`src/rtl/sram_dp_rw.sv`:
```
// Simple-dual-port synchronous SRAM with per-lane write enables, write-first collision
// forwarding and a clear sweep after reset. Optional macro SRAM_OUT_REG_EN adds an output stage.
//   state    | meaning
//   ST_IDLE  | ports active, clear_i sampled
//   ST_CLEAR | sweeping CLEAR_VALUE into mem_q[clr_addr_q], ports locked out
module sram_dp_rw #(
    parameter int ADDR_WIDTH = 4,
    parameter int DATA_WIDTH = 8,
    parameter int LANE_WIDTH = 4,
    parameter logic [DATA_WIDTH-1:0] CLEAR_VALUE = '0,
    localparam int NLANES = DATA_WIDTH / LANE_WIDTH
) (
    input  logic                  clk_i,
    input  logic                  rst_i,
    input  logic                  clear_i,
    output logic                  busy_o,
    input  logic                  wr_en_i,
    input  logic [ADDR_WIDTH-1:0] wr_addr_i,
    input  logic [NLANES-1:0]     wr_lane_en_i,
    input  logic [DATA_WIDTH-1:0] wdata_i,
    input  logic                  rd_en_i,
    input  logic [ADDR_WIDTH-1:0] rd_addr_i,
    output logic [DATA_WIDTH-1:0] rdata_o,
    output logic                  rvalid_o
);

    localparam int DEPTH = 2 ** ADDR_WIDTH;
    localparam logic [ADDR_WIDTH-1:0] LAST_ADDR = ADDR_WIDTH'(DEPTH - 1);

    if (DATA_WIDTH % LANE_WIDTH != 0) begin : g_bad_lanes
        $error("DATA_WIDTH must be a multiple of LANE_WIDTH");
    end

    typedef enum logic {
        ST_IDLE  = 1'b0,
        ST_CLEAR = 1'b1
    } state_t;

    state_t                  state_q, state_d;
    logic [ADDR_WIDTH-1:0]   clr_addr_q, clr_addr_d;
    logic                    clr_we;
    logic [DATA_WIDTH-1:0]   mem_q [DEPTH];
    logic [DATA_WIDTH-1:0]   rdata_q, rdata_d;
    logic                    rvalid_q, rvalid_d;
    logic                    busy;
    logic                    wr_fire;
    logic                    rd_fire;
    logic [DATA_WIDTH-1:0]   wr_merged;
    logic [DATA_WIDTH-1:0]   rd_word;

    always_ff @(posedge clk_i or posedge rst_i) begin
        if (rst_i) begin
            state_q    <= ST_CLEAR;
            clr_addr_q <= '0;
        end else begin
            state_q    <= state_d;
            clr_addr_q <= clr_addr_d;
        end
    end

    always_comb begin
        state_d    = state_q;
        clr_addr_d = clr_addr_q;
        clr_we     = 1'b0;
        case (state_q)
            ST_IDLE: begin
                if (clear_i) begin
                    state_d    = ST_CLEAR;
                    clr_addr_d = '0;
                end
            end
            ST_CLEAR: begin
                clr_we     = 1'b1;
                clr_addr_d = clr_addr_q + 1'b1;
                if (clr_addr_q == LAST_ADDR) begin
                    state_d = ST_IDLE;
                end
            end
            default: begin
                state_d    = ST_CLEAR;
                clr_addr_d = '0;
            end
        endcase
    end

    assign busy    = (state_q == ST_CLEAR);
    assign busy_o  = busy;
    assign wr_fire = wr_en_i & ~busy;
    assign rd_fire = rd_en_i & ~busy;

    // Word as it will look after this edge's write; doubles as the write-first read result.
    always_comb begin
        wr_merged = mem_q[wr_addr_i];
        for (int l = 0; l < NLANES; l++) begin
            if (wr_lane_en_i[l]) begin
                wr_merged[l*LANE_WIDTH +: LANE_WIDTH] = wdata_i[l*LANE_WIDTH +: LANE_WIDTH];
            end
        end
    end

    assign rd_word = (wr_fire && (wr_addr_i == rd_addr_i)) ? wr_merged : mem_q[rd_addr_i];

    always_ff @(posedge clk_i) begin
        if (clr_we) begin
            mem_q[clr_addr_q] <= CLEAR_VALUE;
        end else if (wr_fire) begin
            for (int l = 0; l < NLANES; l++) begin
                if (wr_lane_en_i[l]) begin
                    mem_q[wr_addr_i][l*LANE_WIDTH +: LANE_WIDTH] <= wdata_i[l*LANE_WIDTH +: LANE_WIDTH];
                end
            end
        end
    end

    always_comb begin
        rdata_d  = rd_fire ? rd_word : rdata_q;
        rvalid_d = rd_fire;
    end

    always_ff @(posedge clk_i or posedge rst_i) begin
        if (rst_i) begin
            rdata_q  <= '0;
            rvalid_q <= 1'b0;
        end else begin
            rdata_q  <= rdata_d;
            rvalid_q <= rvalid_d;
        end
    end

`ifdef SRAM_OUT_REG_EN
    logic [DATA_WIDTH-1:0] rdata_out_q, rdata_out_d;
    logic                  rvalid_out_q, rvalid_out_d;

    // A read still in flight when a sweep starts is dropped along with the port lockout.
    always_comb begin
        rvalid_out_d = rvalid_q & ~busy;
        rdata_out_d  = rvalid_out_d ? rdata_q : rdata_out_q;
    end

    always_ff @(posedge clk_i or posedge rst_i) begin
        if (rst_i) begin
            rdata_out_q  <= '0;
            rvalid_out_q <= 1'b0;
        end else begin
            rdata_out_q  <= rdata_out_d;
            rvalid_out_q <= rvalid_out_d;
        end
    end

    assign rdata_o  = rdata_out_q;
    assign rvalid_o = rvalid_out_q;
`else
    assign rdata_o  = rdata_q;
    assign rvalid_o = rvalid_q;
`endif

endmodule
```
`config.mk`:
```
export PLATFORM = sky130hd
export DESIGN_NAME = sram_dp_rw
export DESIGN_NICKNAME = d
export VERILOG_FILES = /design/src/rtl/sram_dp_rw.sv
export SDC_FILE = /design/constraint.sdc
export NUM_CORES = 1
export LEC_CHECK = 0
export CAP_MARGIN = 20
export CORE_AREA = 2 2 123 125
export CTS_BUF_LIST = sky130_fd_sc_hd__clkbuf_4
export CTS_CLUSTER_DIAMETER = 50
export DETAILED_ROUTE_END_ITERATION = 12
export DIE_AREA = 0 0 125 127
export DONT_BUFFER_PORTS = 1
export GPL_TIMING_DRIVEN = 0
export MAX_ROUTING_LAYER = met4
export PLACE_DENSITY = 0.69
export SLEW_MARGIN = 5
export SYNTH_ARGS = -nofsm -noshare
export SYNTH_HDL_FRONTEND = slang
export SYNTH_SLANG_ARGS = --single-unit
export TNS_END_PERCENT = 10
```
`constraint.sdc`:
```
create_clock -name clk_i -period 2.1 [get_ports clk_i]
set_input_delay 0.42 -clock clk_i [delete_from_list [all_inputs] [get_ports clk_i]]
set_output_delay 0.42 -clock clk_i [all_outputs]
set_load 0.01 [all_outputs]
```
==> impl_metrics.prom <==
# TYPE chip_impl_metric gauge
chip_impl_info{name="outcome",value="finished, violations left"} 1
chip_impl_info{name="violated_checks",value="setup timing"} 1
chip_impl_metric{name="portion_of_synthesized_cell_area_occupied_by_the_leading_cell_type",unit="%"} 53.5
chip_impl_metric{name="wirelength",unit="mm"} 22.0
chip_impl_info{name="clockRootBuffer",value="clkbuf_4"} 1
chip_impl_metric{name="synthMuxAreaShare",unit="%"} 20.8
chip_impl_metric{name="row_count",unit=""} 44
chip_impl_info{name="class_of_the_most_critical_hold_timing_path",value="input port to flop"} 1
chip_impl_metric{name="io-pin-count",unit=""} 33
chip_impl_metric{name="synth.cell_area",unit="um^2"} 7180
chip_impl_metric{name="finalNetCount",unit=""} 564
chip_impl_metric{name="grt_first_pass_wirelength",unit="mm"} 32.4
chip_impl_metric{name="final_instance_count_excl_fillers",unit=""} 737
chip_impl_metric{name="core_region",unit="um^2"} 14400
chip_impl_metric{name="clockBufferDepth",unit=""} 2
chip_impl_metric{name="vias_in_the_first_global_route",unit=""} 5001
chip_impl_metric{name="firstDrtPassIters",unit=""} 5
chip_impl_metric{name="grt_max_degree",unit=""} 17
chip_impl_metric{name="post_place_worst_slack",unit="ns"} -0.823
chip_impl_metric{name="cts_buffers",unit=""} 17
chip_impl_info{name="crit_path_start_kind",value="input port"} 1
chip_impl_metric{name="clock_insertion_delay_worst_skew",unit="ns"} 0.56
chip_impl_metric{name="diodes",unit=""} 0
chip_impl_metric{name="syn_area_per_cell",unit="um^2"} 14.2
chip_impl_metric{name="async_flop_share",unit="%"} 9.86
chip_impl_metric{name="grt_antenna_before_repair",unit=""} 0
chip_impl_metric{name="synth-adder-area-share",unit="%"} 0.174
chip_impl_metric{name="timing.final.crit_share",unit="%"} 104
chip_impl_metric{name="vdd.ir_drop.worst",unit="uV"} 801
chip_impl_metric{name="yosysSeqAreaShare",unit="%"} 58.4
chip_impl_info{name="highest-signal-layer",value="met4"} 1
chip_impl_metric{name="place.detailed.instances",unit=""} 691
chip_impl_metric{name="power.total",unit="mW"} 9.06
chip_impl_metric{name="routedLengthMet1",unit="mm"} 9.13
chip_impl_metric{name="timing.setup.tns",unit="ns"} -4.34
chip_impl_metric{name="slew_viol_final",unit=""} 0
chip_impl_info{name="cts_tree",value="done"} 1
chip_impl_metric{name="route.detailed.wl_per_inst",unit="um"} 29.9
chip_impl_metric{name="antenna_left",unit=""} 0
chip_impl_metric{name="wl_met2",unit="mm"} 9.69
chip_impl_metric{name="clock_tree.htree_level_count",unit=""} 4
chip_impl_metric{name="max_freq",unit="MHz"} 456
chip_impl_metric{name="post_synth_num_cell_types",unit=""} 49
chip_impl_info{name="synth_top_flop_cell",value="edfxtp_1"} 1
chip_impl_info{name="setup.worst_path.end_class",value="flop"} 1
chip_impl_metric{name="synthToLayoutAreaGrowth",unit="%"} 17.1
chip_impl_metric{name="worst-path-max-fanout",unit=""} 10
chip_impl_metric{name="postLayoutSetupSlackWorst",unit="ns"} -0.0942
chip_impl_metric{name="syn_nets",unit=""} 531
chip_impl_metric{name="leakagePower",unit="nW"} 2.90
chip_impl_metric{name="layout-drive-gt1-share",unit="%"} 32.4
chip_impl_metric{name="final-hold-violation-count",unit=""} 0
chip_impl_metric{name="synth.ff_latch_count",unit=""} 142
chip_impl_info{name="worst-setup-path-type",value="input port to flop"} 1
chip_impl_metric{name="max-cap-violations",unit=""} 0
chip_impl_metric{name="die_h",unit="um"} 127
chip_impl_metric{name="max_slew.worst_pin.slew",unit="ns"} 0.789
chip_impl_metric{name="wl_met3",unit="mm"} 2.47
chip_impl_metric{name="final_period_demand_of_the_worst_path",unit="ns"} 2.19
chip_impl_metric{name="die-width",unit="um"} 125
chip_impl_info{name="yosys.area.top_type",value="edfxtp_1"} 1
chip_impl_metric{name="detailedRoute.firstIterationViolations",unit=""} 627
chip_impl_metric{name="cts.sink_count",unit=""} 142
chip_impl_metric{name="vias_per_cell",unit=""} 6.85
chip_impl_metric{name="yosysWarnings",unit=""} 0
chip_impl_metric{name="power_density",unit="nW/um^2"} 1080
chip_impl_metric{name="port_buffers",unit=""} 0
chip_impl_metric{name="cts.clk_slew.worst_paths",unit="ns"} 0.12
chip_impl_info{name="final_common_cell",value="edfxtp_1"} 1
chip_impl_metric{name="worst_slew_margin_rel",unit="%"} 47.4
chip_impl_metric{name="design.die.area",unit="um^2"} 15900
chip_impl_metric{name="grtUsageTotal",unit="%"} 29.2
chip_impl_metric{name="gp_congestion",unit=""} 1.05
chip_impl_metric{name="synth_simple_gate_area_share",unit="%"} 8.30
chip_impl_metric{name="timing.critical_path.arrival",unit="ns"} 2.53
chip_impl_metric{name="synth_compound_gate_area_share",unit="%"} 8.35
chip_impl_metric{name="setup_viol_count_final",unit=""} 114
chip_impl_metric{name="post_synth_edffs",unit=""} 128
chip_impl_metric{name="netlist_instances",unit=""} 507
chip_impl_metric{name="post-dp-hpwl",unit="mm"} 15.5
chip_impl_metric{name="data_required_time_of_the_critical_path",unit="ns"} 2.43
chip_impl_metric{name="initial_core_util",unit="%"} 49.8
chip_impl_metric{name="gr-total-overflow",unit=""} 0
chip_impl_metric{name="detail_route.drc_violations",unit=""} 0
chip_impl_metric{name="detailroute.via_count",unit=""} 5048
chip_impl_metric{name="synthXorXnorAreaFrac",unit="%"} 0.610
chip_impl_info{name="largest_family_of_logic_cells_by_synthesized_area",value="multiplexers"} 1
chip_impl_info{name="final_cell_mix",value="edfxtp_1 (128), mux2i_1 (63), mux2_2 (30), mux4_2 (21), clkbuf_4 (20)"} 1
chip_impl_info{name="grt_setup_unrepaired",value="yes"} 1
chip_impl_metric{name="clock_skews",unit="ns"} 0.0142
chip_impl_info{name="ranking_of_synthesized_cells_by_area",value="edfxtp_1 (54%), mux2i_1 (8.8%), mux4_2 (6.6%), mux2_2 (5.0%), dfrtp_1 (4.5%)"} 1
==> cell families (layout without fill, tap and decap cells) <==
family,Yosys count,count (layout)
buffers and inverters,41,87
and+or+nand+nor,116,116
muxes,117,117
adders and majority gates,1,1
xor gates and xnor gates,5,5
DFF,142,142
AOI/OAI and AO/OA,85,85
==> metal layers <==
layer | track usage, % | vias to the layer above
li1 | - | 2095
met1 | 40.5 | 2521
met2 | 41.1 | 375
met3 | 8.08 | 57
met4 | 12.2 | 0
met5 | - | -
==> registers in the layout, indices dropped and copies added (netlist names) <==
| signal | count |
|---|---|
| busy_o | 1 |
| clr_addr_q | 4 |
| mem_q | 128 |
| rdata_o | 8 |
| rvalid_o | 1 |
==> worst paths after layout <==
path                          startpoint            end  cells past startpoint  slack (ns)
min                           wdata_i[3]     rdata_o[3]                      2        0.07
max                         wr_addr_i[2]    mem_q[2][5]                      6       -0.09
max reg2reg                       busy_o    mem_q[6][3]                      7       -0.08
min in group asynchronous          rst_i  clr_addr_q[2]                      2        0.42
min reg2reg                clr_addr_q[3]  clr_addr_q[3]                      1        0.70
max in group asynchronous          rst_i     rdata_o[7]                      2        1.19
==> through the flow <==
step / utilization (%) / instance area [um^2] / hold WS [ns]
floorplan: - / 7180 / 0.309
global placement: 51.4 / 7410 / 0.465
finish: 58.3 / 8400 / 0.0652
global route: 58.3 / 8400 / 0.0384
detailed placement: 51.4 / 7410 / 0.476
CTS: 57.6 / 8310 / 0.0315
==> synth_stat cells, drive strengths merged, types with 6 or more instances <==
| cell | number |
|---|---|
| a31oi | 11 |
| edfxtp | 128 |
| a22oi | 19 |
| o21ai | 6 |
| nor2b | 9 |
| buf | 25 |
| a2111oi | 6 |
| o22ai | 9 |
| mux2i | 63 |
| nor3 | 30 |
| a32oi | 8 |
| nand2 | 18 |
| mux4 | 22 |
| nand2b | 8 |
| clkbuf | 12 |
| a21oi | 13 |
| nand3 | 8 |
| nor2 | 22 |
| and2 | 10 |
| dfrtp | 13 |
| mux2 | 32 |
==> critical path: stages <==
cell      delay [ns]
buf_6           0.16
clkbuf_1        0.62
inv_1           0.37
a31oi_4         0.70
nor3_4          0.06
buf_4           0.18
==> repair_timing <==
action | CTS | global route
pin swaps | 16 | 13
hold endpoints to repair | 17 | 0
gates resized for setup | 99 | 7
gates cloned | 0 | 1
hold buffers | 2 | 0
setup buffers | 7 | 4
endpoints found under the setup margin | 256 | 114
==> power breakdown <==
group | switching, mW | internal [mW] | total, mW
logic | 1.84 | 1.15 | 2.99
clock network | 0.988 | 0.937 | 1.93
registers | 0.430 | 3.72 | 4.15
total | 3.26 | 5.80 | 9.06
==> area by class of cell <==
class                      instances  area (um^2)
fill                            1109         6020
sequential                       142         4200
multi-input combinational        324         3210
buffer                            37          270
tap                              184          230
clock inverter                    15          196
timing repair buffer              14          156
clock buffer                      17          128
inverter                           4         15.0
No activity file was read; power rests on OpenSTA's default activity.
==> variant 1, RTL diff (same flow settings) <==
The output `rvalid_o` loses its register stage (`rvalid_q` becomes a continuous assignment).
--- a/src/rtl/sram_dp_rw.sv
+++ b/src/rtl/sram_dp_rw.sv
@@ -122,8 +122,8 @@
             rdata_q  <= '0;
-            rvalid_q <= 1'b0;
         end else begin
             rdata_q  <= rdata_d;
-            rvalid_q <= rvalid_d;
         end
     end
+
+    assign rvalid_q = rvalid_d;
 
Formal check against the unedited RTL: same outputs for any inputs over 10 cycles, from zero or initial values and one cycle with rst_i high; that may be too few to reach the edited logic, so the function may still have changed.
==> variant 1 against the original RTL <==
  * The run still ends with setup timing left
  * Count of clock-buffer cells in the layout is 2 higher
  * Clock skew grew 0.0043 ns
  * Synthesized cell count fell by 0.20%
  * Routed wire length is 3.6% lower
  * Design area down 0.46%
  * Die area is the same
  * First-iteration DRC count grew 14%
  * Sequential cell count down 1
  * Worst setup slack better by 0.049 ns
  * Area after synthesis shrank 0.35%
  * Power about the same
  * Critical path type is now flop to flop
  * Largest power group unchanged
==> variant 1: results (changes against the original RTL) <==
metric,value,unit,change
status,finished with violations,,
violations in the final reports,setup timing,,
post-CTS setup buffer count,6,,-1
PD cells,1084,nW/um^2,+0.54%
drt initial violations,716,,+14%
Total GRT Usage,28.18,%,-1.1 points
slowest CP cell,dfstp_2,,
"top cells by area, synth","edfxtp_1 (54%), mux2i_1 (8.8%), mux4_2 (6.6%)",,
Syn Nets,530,,-0.19%
CP max FO,6,,-4
first-pass GRT wire length,31350,um,-3.3%
"Core Util, Final",58.00,%,-0.27 points
Max Clock Skew,0.01844,ns,+0.004268 ns
R2R cell count,6,,-1
worst-case vdd ir drop,0.0008273,V,+3.3%
hold_ws,0.05799,ns,-0.007248 ns
Worst Hold Path EP,rdata_o[1]$_DFFE_PP0P_,,
vias in the first global route,4861,,-2.8%
Via density,6.871,,+0.31%
post-detail-place hpwl,15140,um,-2.5%
sequential fraction of the synthesis area,58.30,%,-0.15 points
final setup TNS,-0.4750,ns,+3.868 ns
DP Area,7383,sq um,-0.34%
final setup margin,-0.04479,ns,+0.04937 ns
grt met3 use,9.045,%,+0.96 points
nets@finish,561,,-0.53%
GP Congestion,1.054,,+0.48%
FF-to-FF setup slack,-0.04,ns,+0.04 ns
final setup vio count,33,,-71%
M2 GR Usage,39.23,%,-1.9 points
Clock power frac,22.6,%,+1.4 points
==> variant 1: cell type report <==
type / count / area share (%)
Sequential cell: 141 / 49.85
Multi-Input combinational cell: 324 / 38.02
Buffer: 36 / 3.111
Tap cell: 184 / 2.752
Clock inverter: 13 / 2.363
Timing Repair Buffer: 13 / 1.974
Clock buffer: 19 / 1.705
Inverter: 4 / 0.2243
==> variant 1: cells by family (layout without fill, tap and decap cells) <==
group | after synthesis | after routing | share of synthesized area [%]
AND/OR/NAND/NOR | 116 | 116 | 8.326
adder cells (fa/ha/maj) | 1 | 1 | 0.1749
AO/OA/AOI/OAI | 85 | 85 | 8.379
buffers and inverters | 41 | 85 | 3.376
flip-flops | 141 | 141 | 58.30
multiplexers | 117 | 117 | 20.83
XOR/XNOR | 5 | 5 | 0.6122
==> variant 1: per-layer routing <==
layer  part of all wire, %  vias to the layer above
met4                   2.9                        0
met2                    44                      380
met5                     0                        -
met1                    41                     2504
li1                      -                     2097
met3                    12                       62
==> variant 2, RTL diff (same settings) <==
Made on the original files. `ADDR_WIDTH`: 4 -> 3.
--- a/src/rtl/sram_dp_rw.sv
+++ b/src/rtl/sram_dp_rw.sv
@@ -6,3 +6,3 @@
 module sram_dp_rw #(
-    parameter int ADDR_WIDTH = 4,
+    parameter int ADDR_WIDTH = 3,
     parameter int DATA_WIDTH = 8,
Interface: changed (resized rd_addr_i and wr_addr_i); port bits go from 33 to 31. No check against the original RTL was run, so the function may have changed too.
==> variant 2 against the original RTL <==
  * Fmax is 8.2% higher
  * Design area is 49% lower
  * Clock power is 52% lower
  * Sequential cell count is 65 lower
  * Clock skew is 0.0086 ns higher
  * Power is 48% lower
  * First-iteration DRC count is 59% lower
  * Non-clock buffer count is 31 lower
  * Worst setup slack better by 0.17 ns
  * Routed wire length is 56% lower
  * Count of clock-buffer cells in the layout is 8 lower
  * Area after synthesis is 46% lower
  * Critical endpoint is now mem_q[0][5]$_DFFE_PP_
==> variant 2: results (changes against the original RTL) <==
metric,value,unit,change
clock sinks,77,,-46%
count of plain and timing-repair buffers,20,,-61%
crit path DAT,2.20,ns,-0.33 ns
max incr delay on CP,0.43,ns,-0.27 ns
post-detail-place hpwl,6990,um,-55%
Hold WC Path Type,primary input to flop,,
largest net degree at the start of global routing,15,,-2
Internal,3.076,mW,-47%
hold_ws,0.05807,ns,-0.007165 ns
fraction of registers with async set/reset,16.88,%,+7.0 points
CP Launch Point,busy_o$_DFF_PP1_,,
Fillers,1438,,+30%
drt initial violations,254,,-59%
Non-clk invs,2,,-2
NonClk Buf Share,2.722,%,-2.4 points
Via density,5.279,,-23%
clock-cell share of area,3.308,%,-0.55 points
final setup vio count,0,,-100%
final wirelength,9657,um,-56%
comb_multi_in,153,,-53%
Placement Setup Slack,-0.2950,ns,+0.5279 ns
Total GRT Usage,12.89,%,-16 points
Syn Nets,274,,-48%
met1 WL,3717,um,-59%
slowest CP cell,dfstp_2,,
FF-to-FF setup slack,0.07,ns,+0.15 ns
Max Root-Sink Buffers,2,,unchanged
Worst Hold Path EP,clr_addr_q[1]$_DFFE_PP0P_,,
first-pass GRT wire length,14700,um,-55%
Combinational Power Share,27.5,%,-5.5 points
sequential share of power,52.9,%,+7.1 points
met3 routed WL,885,um,-64%
Synth-to-Final Area Change,11.20,%,
total number of vias,2386,,-53%
DP Area,4074,sq um,-45%
critical path capture point,mem_q[0][5]$_DFFE_PP_,,
multi-input logic area,1530,sq um,-52%
layout cell share with drive strength beyond 1,22.76,%,-9.6 points
nets@finish,286,,-49%
post-CTS setup buffer count,0,,-7
Max Clock Skew,0.02282,ns,+0.008643 ns
PD cells,1097,nW/um^2,+1.8%
Commonest cells post-synth,"edfxtp_1 (64), mux2i_1 (27), nor2_1 (23)",,
H-tree levels,3,,-1
status,completed,,
worst slew pin tran,0.7491,ns,-0.03997 ns
grt met3 use,4.020,%,-4.1 points
Syn Area/Cell,15.31,sq um,+8.2%
placed cell count,435,,-37%
Post-synth EDFFs,64,,-50%
minimum clock period,2.028,ns,-0.1664 ns
worst hold start,clear_i,,
Skew-Pair Late Insertion Delay,0.44,ns,-0.12 ns
variant 2: cell count changes after synthesis, sizes merged, moves of 9 or more:
cell    unedited run  this run
mux2              32         1
nand2             18         4
buf               25         9
nor3              30         0
a22oi             19         0
edfxtp           128        64
a31oi             11         0
o22ai              9         0
mux2i             63        27
variant 2: timing repair:
action,CTS,global route
resized for setup,7,12
endpoints found under the setup margin,36,59
hold buffers,1,0
endpoints found under the hold margin,12,0
variant 2: cells by family (layout without fill, tap and decap cells):
| group | count (synthesis) | count (layout) | share of synthesized area [%] |
|---|---|---|---|
| AND/OR/NAND/NOR | 57 | 57 | 7.585 |
| XOR/XNOR | 3 | 3 | 0.6837 |
| multiplexers | 52 | 52 | 21.88 |
| AO/OA/AOI/OAI | 39 | 39 | 7.878 |
| adder cells (fa/ha/maj) | 2 | 2 | 0.6509 |
| flip-flops | 77 | 77 | 58.50 |
| buffers and inverters | 21 | 38 | 2.832 |
